`src/rtl/axi4_pkg.sv`:
```
// Shared constants, state encoding and the burst-legality test for the AXI4
// slave-to-mm bridge.
package axi4_pkg;

    localparam logic [1:0] BURST_FIXED = 2'd0;
    localparam logic [1:0] BURST_INCR  = 2'd1;
    localparam logic [1:0] BURST_WRAP  = 2'd2;

    localparam logic [1:0] RESP_OKAY   = 2'd0;
    localparam logic [1:0] RESP_SLVERR = 2'd2;

    localparam logic [2:0] SIZE_WORD   = 3'd2;

    typedef enum logic [2:0] {
        S_IDLE,
        S_W_DATA,
        S_W_RMW_RD,
        S_W_MM,
        S_W_RESP,
        S_R_MM,
        S_R_DATA
    } state_t;

    // Only word-sized FIXED/INCR bursts reach the mm bus; the reserved burst
    // encoding is refused the same way as WRAP.
    function automatic logic burst_bad(input logic [2:0] size, input logic [1:0] burst);
        return (size != SIZE_WORD) || (burst == BURST_WRAP) || (burst == 2'd3);
    endfunction

endpackage

```
`src/rtl/axi4_burst_addr.sv`:
```
// Word address and beat counter for the burst in flight; shared by the read
// and write paths since only one burst is ever active.
module axi4_burst_addr
    import axi4_pkg::*;
(
    input  logic        clk,
    input  logic        rst,
    input  logic        load,
    input  logic        step,
    input  logic [31:0] load_addr,
    input  logic [7:0]  load_len,
    input  logic [1:0]  load_burst,
    output logic [31:0] addr,
    output logic [7:0]  beat,
    output logic        last
);

    logic [31:0] addr_reg;
    logic [7:0]  beat_reg;
    logic [7:0]  len_reg;
    logic        fixed_reg;

    always_ff @(posedge clk or negedge rst) begin
        if (!rst) begin
            addr_reg  <= '0;
            beat_reg  <= '0;
            len_reg   <= '0;
            fixed_reg <= 1'b0;
        end else if (load) begin
            addr_reg  <= {load_addr[31:2], 2'b00};
            beat_reg  <= '0;
            len_reg   <= load_len;
            fixed_reg <= (load_burst == BURST_FIXED);
        end else if (step && !last) begin
            // Counter stops at len, so a 256-beat burst never wraps it.
            beat_reg <= beat_reg + 8'd1;
            if (!fixed_reg) begin
                addr_reg <= addr_reg + 32'd4;
            end
        end
    end

    assign addr = addr_reg;
    assign beat = beat_reg;
    assign last = (beat_reg == len_reg);

endmodule

```
`src/rtl/axi42mm.sv`:
```
// AXI4 slave that replays bursts one word at a time on the pCPU mm bus,
// emulating byte strobes with a read-modify-write.
module axi42mm
    import axi4_pkg::*;
#(
    parameter int AXI4_IDLEN   = 12,
    parameter int AXI4_ADDRLEN = 32,
    parameter int AXI4_DATALEN = 32
) (
    input  logic                      clk,
    input  logic                      rst,
    input  logic [AXI4_IDLEN-1:0]     s_axi_awid,
    input  logic [AXI4_ADDRLEN-1:0]   s_axi_awaddr,
    input  logic [7:0]                s_axi_awlen,
    input  logic [2:0]                s_axi_awsize,
    input  logic [1:0]                s_axi_awburst,
    input  logic                      s_axi_awlock,
    input  logic [3:0]                s_axi_awcache,
    input  logic [2:0]                s_axi_awprot,
    input  logic [3:0]                s_axi_awqos,
    input  logic                      s_axi_awvalid,
    output logic                      s_axi_awready,
    input  logic [AXI4_DATALEN-1:0]   s_axi_wdata,
    input  logic [AXI4_DATALEN/8-1:0] s_axi_wstrb,
    input  logic                      s_axi_wlast,
    input  logic                      s_axi_wvalid,
    output logic                      s_axi_wready,
    output logic [AXI4_IDLEN-1:0]     s_axi_bid,
    output logic [1:0]                s_axi_bresp,
    output logic                      s_axi_bvalid,
    input  logic                      s_axi_bready,
    input  logic [AXI4_IDLEN-1:0]     s_axi_arid,
    input  logic [AXI4_ADDRLEN-1:0]   s_axi_araddr,
    input  logic [7:0]                s_axi_arlen,
    input  logic [2:0]                s_axi_arsize,
    input  logic [1:0]                s_axi_arburst,
    input  logic                      s_axi_arlock,
    input  logic [3:0]                s_axi_arcache,
    input  logic [2:0]                s_axi_arprot,
    input  logic [3:0]                s_axi_arqos,
    input  logic                      s_axi_arvalid,
    output logic                      s_axi_arready,
    output logic [AXI4_IDLEN-1:0]     s_axi_rid,
    output logic [AXI4_DATALEN-1:0]   s_axi_rdata,
    output logic [1:0]                s_axi_rresp,
    output logic                      s_axi_rlast,
    output logic                      s_axi_rvalid,
    input  logic                      s_axi_rready,
    output logic [31:0]               a,
    output logic [31:0]               d,
    output logic                      we,
    output logic                      rd,
    input  logic [31:0]               spo,
    input  logic                      ready
);

    state_t                  state_reg, state_next;
    logic                    prefer_w_reg;
    logic [AXI4_IDLEN-1:0]   id_reg;
    logic                    err_reg;
    logic                    wlast_err_reg;
    logic [31:0]             data_reg;
    logic [3:0]              strb_reg;
    logic [31:0]             rdata_reg;
    logic [31:0]             merged;

    logic                    aw_hs, ar_hs, w_hs;
    logic                    burst_load, burst_step;
    logic [31:0]             aw_addr32, ar_addr32;
    logic [31:0]             cur_addr;
    logic [7:0]              cur_beat;
    logic                    last;

    logic                    unused_sideband;
    assign unused_sideband = ^{s_axi_awlock, s_axi_awcache, s_axi_awprot, s_axi_awqos,
                               s_axi_arlock, s_axi_arcache, s_axi_arprot, s_axi_arqos, cur_beat};

    assign aw_addr32 = 32'(s_axi_awaddr);
    assign ar_addr32 = 32'(s_axi_araddr);

    assign aw_hs = s_axi_awvalid && s_axi_awready;
    assign ar_hs = s_axi_arvalid && s_axi_arready;
    assign w_hs  = s_axi_wvalid && s_axi_wready;

    axi4_burst_addr u_burst_addr (
        .clk        (clk),
        .rst        (rst),
        .load       (burst_load),
        .step       (burst_step),
        .load_addr  (aw_hs ? aw_addr32 : ar_addr32),
        .load_len   (aw_hs ? s_axi_awlen : s_axi_arlen),
        .load_burst (aw_hs ? s_axi_awburst : s_axi_arburst),
        .addr       (cur_addr),
        .beat       (cur_beat),
        .last       (last)
    );

    // Strobed bytes come from the AXI beat, the rest from the mm read-back.
    for (genvar gi = 0; gi < 4; gi++) begin : g_merge
        assign merged[gi*8 +: 8] = strb_reg[gi] ? data_reg[gi*8 +: 8] : spo[gi*8 +: 8];
    end

    always_comb begin
        state_next    = state_reg;
        s_axi_awready = 1'b0;
        s_axi_arready = 1'b0;
        s_axi_wready  = 1'b0;
        s_axi_bvalid  = 1'b0;
        s_axi_rvalid  = 1'b0;
        we            = 1'b0;
        rd            = 1'b0;
        burst_load    = 1'b0;
        burst_step    = 1'b0;
        case (state_reg)
            S_IDLE: begin
                if (s_axi_awvalid && (!s_axi_arvalid || prefer_w_reg)) begin
                    s_axi_awready = 1'b1;
                    burst_load    = 1'b1;
                    state_next    = S_W_DATA;
                end else if (s_axi_arvalid) begin
                    s_axi_arready = 1'b1;
                    burst_load    = 1'b1;
                    state_next    = S_R_MM;
                end
            end
            S_W_DATA: begin
                s_axi_wready = 1'b1;
                if (s_axi_wvalid) begin
                    if (err_reg || (s_axi_wstrb == '0)) begin
                        if (last) begin
                            state_next = S_W_RESP;
                        end else begin
                            burst_step = 1'b1;
                        end
                    end else if (s_axi_wstrb == '1) begin
                        state_next = S_W_MM;
                    end else begin
                        state_next = S_W_RMW_RD;
                    end
                end
            end
            S_W_RMW_RD: begin
                rd = 1'b1;
                if (ready) begin
                    state_next = S_W_MM;
                end
            end
            S_W_MM: begin
                we = 1'b1;
                if (ready) begin
                    if (last) begin
                        state_next = S_W_RESP;
                    end else begin
                        burst_step = 1'b1;
                        state_next = S_W_DATA;
                    end
                end
            end
            S_W_RESP: begin
                s_axi_bvalid = 1'b1;
                if (s_axi_bready) begin
                    state_next = S_IDLE;
                end
            end
            S_R_MM: begin
                // Error bursts produce zero data without touching the bus.
                if (err_reg) begin
                    state_next = S_R_DATA;
                end else begin
                    rd = 1'b1;
                    if (ready) begin
                        state_next = S_R_DATA;
                    end
                end
            end
            S_R_DATA: begin
                s_axi_rvalid = 1'b1;
                if (s_axi_rready) begin
                    if (last) begin
                        state_next = S_IDLE;
                    end else begin
                        burst_step = 1'b1;
                        state_next = S_R_MM;
                    end
                end
            end
            default: state_next = S_IDLE;
        endcase
    end

    always_ff @(posedge clk or negedge rst) begin
        if (!rst) begin
            state_reg     <= S_IDLE;
            prefer_w_reg  <= 1'b1;
            id_reg        <= '0;
            err_reg       <= 1'b0;
            wlast_err_reg <= 1'b0;
            data_reg      <= '0;
            strb_reg      <= '0;
            rdata_reg     <= '0;
        end else begin
            state_reg <= state_next;
            if (aw_hs) begin
                id_reg        <= s_axi_awid;
                err_reg       <= burst_bad(s_axi_awsize, s_axi_awburst);
                wlast_err_reg <= 1'b0;
                prefer_w_reg  <= 1'b0;
            end else if (ar_hs) begin
                id_reg       <= s_axi_arid;
                err_reg      <= burst_bad(s_axi_arsize, s_axi_arburst);
                prefer_w_reg <= 1'b1;
            end
            if (w_hs) begin
                data_reg <= s_axi_wdata;
                strb_reg <= s_axi_wstrb;
                if (s_axi_wlast != last) begin
                    wlast_err_reg <= 1'b1;
                end
            end
            if ((state_reg == S_W_RMW_RD) && ready) begin
                data_reg <= merged;
            end
            if ((state_reg == S_R_MM) && (err_reg || ready)) begin
                rdata_reg <= err_reg ? 32'd0 : spo;
            end
        end
    end

    assign a           = cur_addr;
    assign d           = data_reg;
    assign s_axi_bid   = id_reg;
    assign s_axi_rid   = id_reg;
    assign s_axi_rdata = rdata_reg;
    assign s_axi_rlast = (state_reg == S_R_DATA) && last;
    assign s_axi_bresp = ((state_reg == S_W_RESP) && (err_reg || wlast_err_reg)) ? RESP_SLVERR : RESP_OKAY;
    assign s_axi_rresp = ((state_reg == S_R_DATA) && err_reg) ? RESP_SLVERR : RESP_OKAY;

endmodule

```
`config.mk`:
```
export PLATFORM = sky130hd
export DESIGN_NAME = axi42mm
export DESIGN_NICKNAME = d
export VERILOG_FILES = /design/src/rtl/axi4_pkg.sv /design/src/rtl/axi4_burst_addr.sv /design/src/rtl/axi42mm.sv
export SDC_FILE = /design/constraint.sdc
export NUM_CORES = 1
export LEC_CHECK = 0
export BUFFER_PORTS_ARGS = -buffer_cell sky130_fd_sc_hd__buf_2
export CORE_MARGIN = 10
export CORE_UTILIZATION = 50
export DETAILED_ROUTE_END_ITERATION = 12
export PLACE_DENSITY = 0.86
export SYNTH_ARGS = -nofsm -noshare
export SYNTH_HDL_FRONTEND = slang
export SYNTH_SLANG_ARGS = --single-unit
export TNS_END_PERCENT = 30
```
`constraint.sdc`:
```
create_clock -name clk -period 6.1 [get_ports clk]
set_clock_uncertainty 0.1 [all_clocks]
set_input_delay 0 -clock clk [delete_from_list [all_inputs] [get_ports clk]]
set_output_delay 0 -clock clk [all_outputs]
set_load 0.005 [all_outputs]
```
==> results by group <==
Detailed routing
  • Wirelength per Cell: 22.5 um
  • ANT nets after route: 0
  • Initial DRC count: 1027
  • DRT Pass-1 Iters: 9
  • DR DRC count: 0
  • Final WL: 32600 um
  • Drt via density: 6.21
  • Routed vias: 8989

Critical path
  • R2r setup slk: 1.70 ns
  • Reg2reg start: state_reg[2]
  • Crit Path Category: reg -> reg
  • CP Max Fanout: 21
  • Critical Path RT: 6.30 ns
  • CP startpoint: state_reg[2]
  • CP max stage delay: 0.63 ns
  • Crit start category: register
  • CP arrival: 4.60 ns
  • Crit. End Element: register
  • Slowest cell on the critical path: nand3_1
  • Cell Chain, Critical Path: nor3_1 > nand3_1 > clkinv_1 > o21ai_0 > dlygate4sd3_1 > o211ai_1 > dlygate4sd3_1 > o21ai_0 > dlygate4sd3_1
  • CP most frequent cell: dlygate4sd3_1

STA
  • Final Hold Slack: -0.0173 ns
  • Period utilization: 72.1%
  • Rel. slew slack: 16.7%
  • FMAX: 227 MHz
  • Final worst slack: 1.70 ns
  • Hold Violations, Final: 5
  • Fin crit period: 4.40 ns
  • Total negative setup slack: 0 ns
  • Worst Tran Pin Value: 1.25 ns
  • Unrepaired setup endpoints after global routing: no
  • Final setup fails: 0
  • Pins Over Slew Limit: 0

Clock network
  • CTS Buffer Depth: 2
  • Reg clk slew, reported paths: 0.06 ns
  • Clock buffer count from CTS: 17
  • CTS tree: yes
  • Setup Fix Bufs, Post-CTS: 0
  • Cts repair resizes: 0
  • Skew-Pair Late Insertion Delay: 0.43 ns
  • CTS root buffer: clkbuf_16
  • TritonCTS Sinks: 133
  • Htree depth: 4

Yosys
  • Synth top area cells: dfrtp_1 (48%), nand2_1 (8.6%), a31oi_1 (6.7%), nor2_1 (4.4%), a22o_1 (4.1%)
  • Count leader, synth: nand2_1
  • EDFF count, synth: 0
  • Yosys top cell by area: dfrtp_1
  • Cells after Synth: 782
  • Synth top cells by count: nand2_1 (159), dfrtp_1 (132), nor2_1 (81), a31oi_1 (74), clkbuf_1 (47)
  • Flops & latches, synth: 133
  • Syn_area_per_cell: 8.85 um2
  • Yosys warnings: 0
  • Synth Flop Type: dfrtp_1
  • Area fraction of the dominant cell type after synthesis: 47.7%
  • Synth unique cells: 68
  • Async SR Flop Fraction: 100%
  • Mapped Area: 6920 um2
  • Sequential share of the synthesized area: 48.1%

Die
  • Row count: 42
  • Chip height: 138 um
  • Total core area: 13400 um2
  • Initial Utilization: 51.6%
  • Die width: 138 um
  • Top Ports: 347
  • DIE AREA: 18900 um2

GRT
  • Tot GR Track Use: 33.1%
  • First-pass GRT wire length: 49200 um
  • Met3 GRT Util: 9.83%
  • Congestion Overflow GR: 0
  • Vias in the first global route: 9263
  • GRT busiest layer: met2
  • Largest net degree at the start of global routing: 79
  • Routing usage on met1: 35.3%
  • Initial antenna violation count: 7
  • Grt met2 use: 54.3%

Cells and area
  • Total Nets Final: 1465
  • Area Growth Syn to Fin: 59.0%
  • Fill count: 709
  • Layout cells sized above 1: 29.8%

Place
  • Routability cong.: 0.906
  • Pre-CTS setup slack: 2.96 ns
  • HPWL after DPL: 18000 um
  • Port bufs: 314

Outcome
  • Failing checks: hold timing
  • Status: finished, violations left

Flow run
  • Max-cap violations: 0

Power and ir drop
  • Power Density: 453 nW/um2
  • Static Leak: 5.11 nW
  • Max rail drop VDD: 0.000310 V

Worst hold path
  • Worst Hold Class: in -> async
path summary, 6_finish.rpt:
path / to / depth (start not counted)
worst max-delay path: u_burst_addr.fixed_reg / 9
worst min-delay path: u_burst_addr.addr[20] / 2
worst max register to register: u_burst_addr.fixed_reg / 9
worst min register to register: wlast_err_reg / 2
max in group asynchronous: u_burst_addr.beat[5] / 3
min in group clk: u_burst_addr.addr[3] / 3
routing by layer:
layer	wire length [um]	up-vias
met5	13	-
met4	2800	2
met3	3280	263
met2	15900	750
met1	10600	4214
li1	-	3760
worst max-delay path: cells and delay by family, from the launching register on:
family,cells,cell delay [ns]
buffers and inverters,4,2.16
AOI/OAI and AO/OA,3,0.33
DFF,1,0.60
and+or+nand+nor,2,1.08
where the power goes:
group / total [W] / switching, W / internal (W) / leakage (nW)
logic: 0.00225 / 0.00118 / 0.00107 / 3.25
clock network: 0.00104 / 0.000389 / 0.000651 / 0.287
registers: 0.00169 / 0.000395 / 0.00129 / 1.58
total: 0.00498 / 0.00196 / 0.00301 / 5.11
cell type report:
type	count	area (um2)	area share [%]
inverter	10	37.5	0.341
sequential	133	3330	30.3
antenna	12	30.0	0.273
clock inverter	8	97.6	0.887
multi-input combinational	575	3260	29.6
timing repair buffer	511	3520	32.0
tap	176	220	2.00
clock buffer	23	498	4.53
layout by cell type (no fill, tap or decap), drive strengths merged, types with 4 or more instances in the layout:
cell type    count
nor4             4
dfrtp          132
o31ai           11
nand4            6
or3             17
nand3           21
nor3            12
diode           12
o221ai           8
clkbuf          23
buf            324
o22a            10
mux2             6
or4             13
a22o            32
a31oi           74
nand2          159
o21ai           29
and3            15
clkinv           4
dlygate4sd3    187
inv              9
nor2            81
conb             4
a21oi           10
xnor2           11
metrics by stage:
| step | instance area (um2) | utilization (%) | instances | hold slack [ns] | power, W |
|---|---|---|---|---|---|
| after floorplan | 6930 | - | 785 | -0.396 | 0.00266 |
| after global placement | 8500 | 63.4 | 1218 | -0.116 | 0.00334 |
| after detailed placement | 8500 | 63.4 | 1218 | -0.117 | 0.00342 |
| after CTS | 11000 | 81.8 | 1436 | 0.0122 | 0.00478 |
| after global routing | 11000 | 82.0 | 1442 | 0.0478 | 0.00523 |
| final | 11000 | 82.1 | 1448 | -0.0173 | 0.00498 |
cells by family after synthesis:
group                    synth area share [%]
buffers and inverters                    5.19
XOR/XNOR                                 1.65
other                                  0.0542
AND/OR/NAND/NOR                          23.0
flip-flops                               48.1
adder cells (fa/ha/maj)                 0.362
AO/OA/AOI/OAI                            20.2
multiplexers                             1.41
timing repair:
action / 4_1_cts / 5_1_grt
endpoints found under the hold margin: 179 / 0
hold buffers: 187 / 0
setup endpoints to repair: 0 / 0
(Power assumes the default switching activity.)
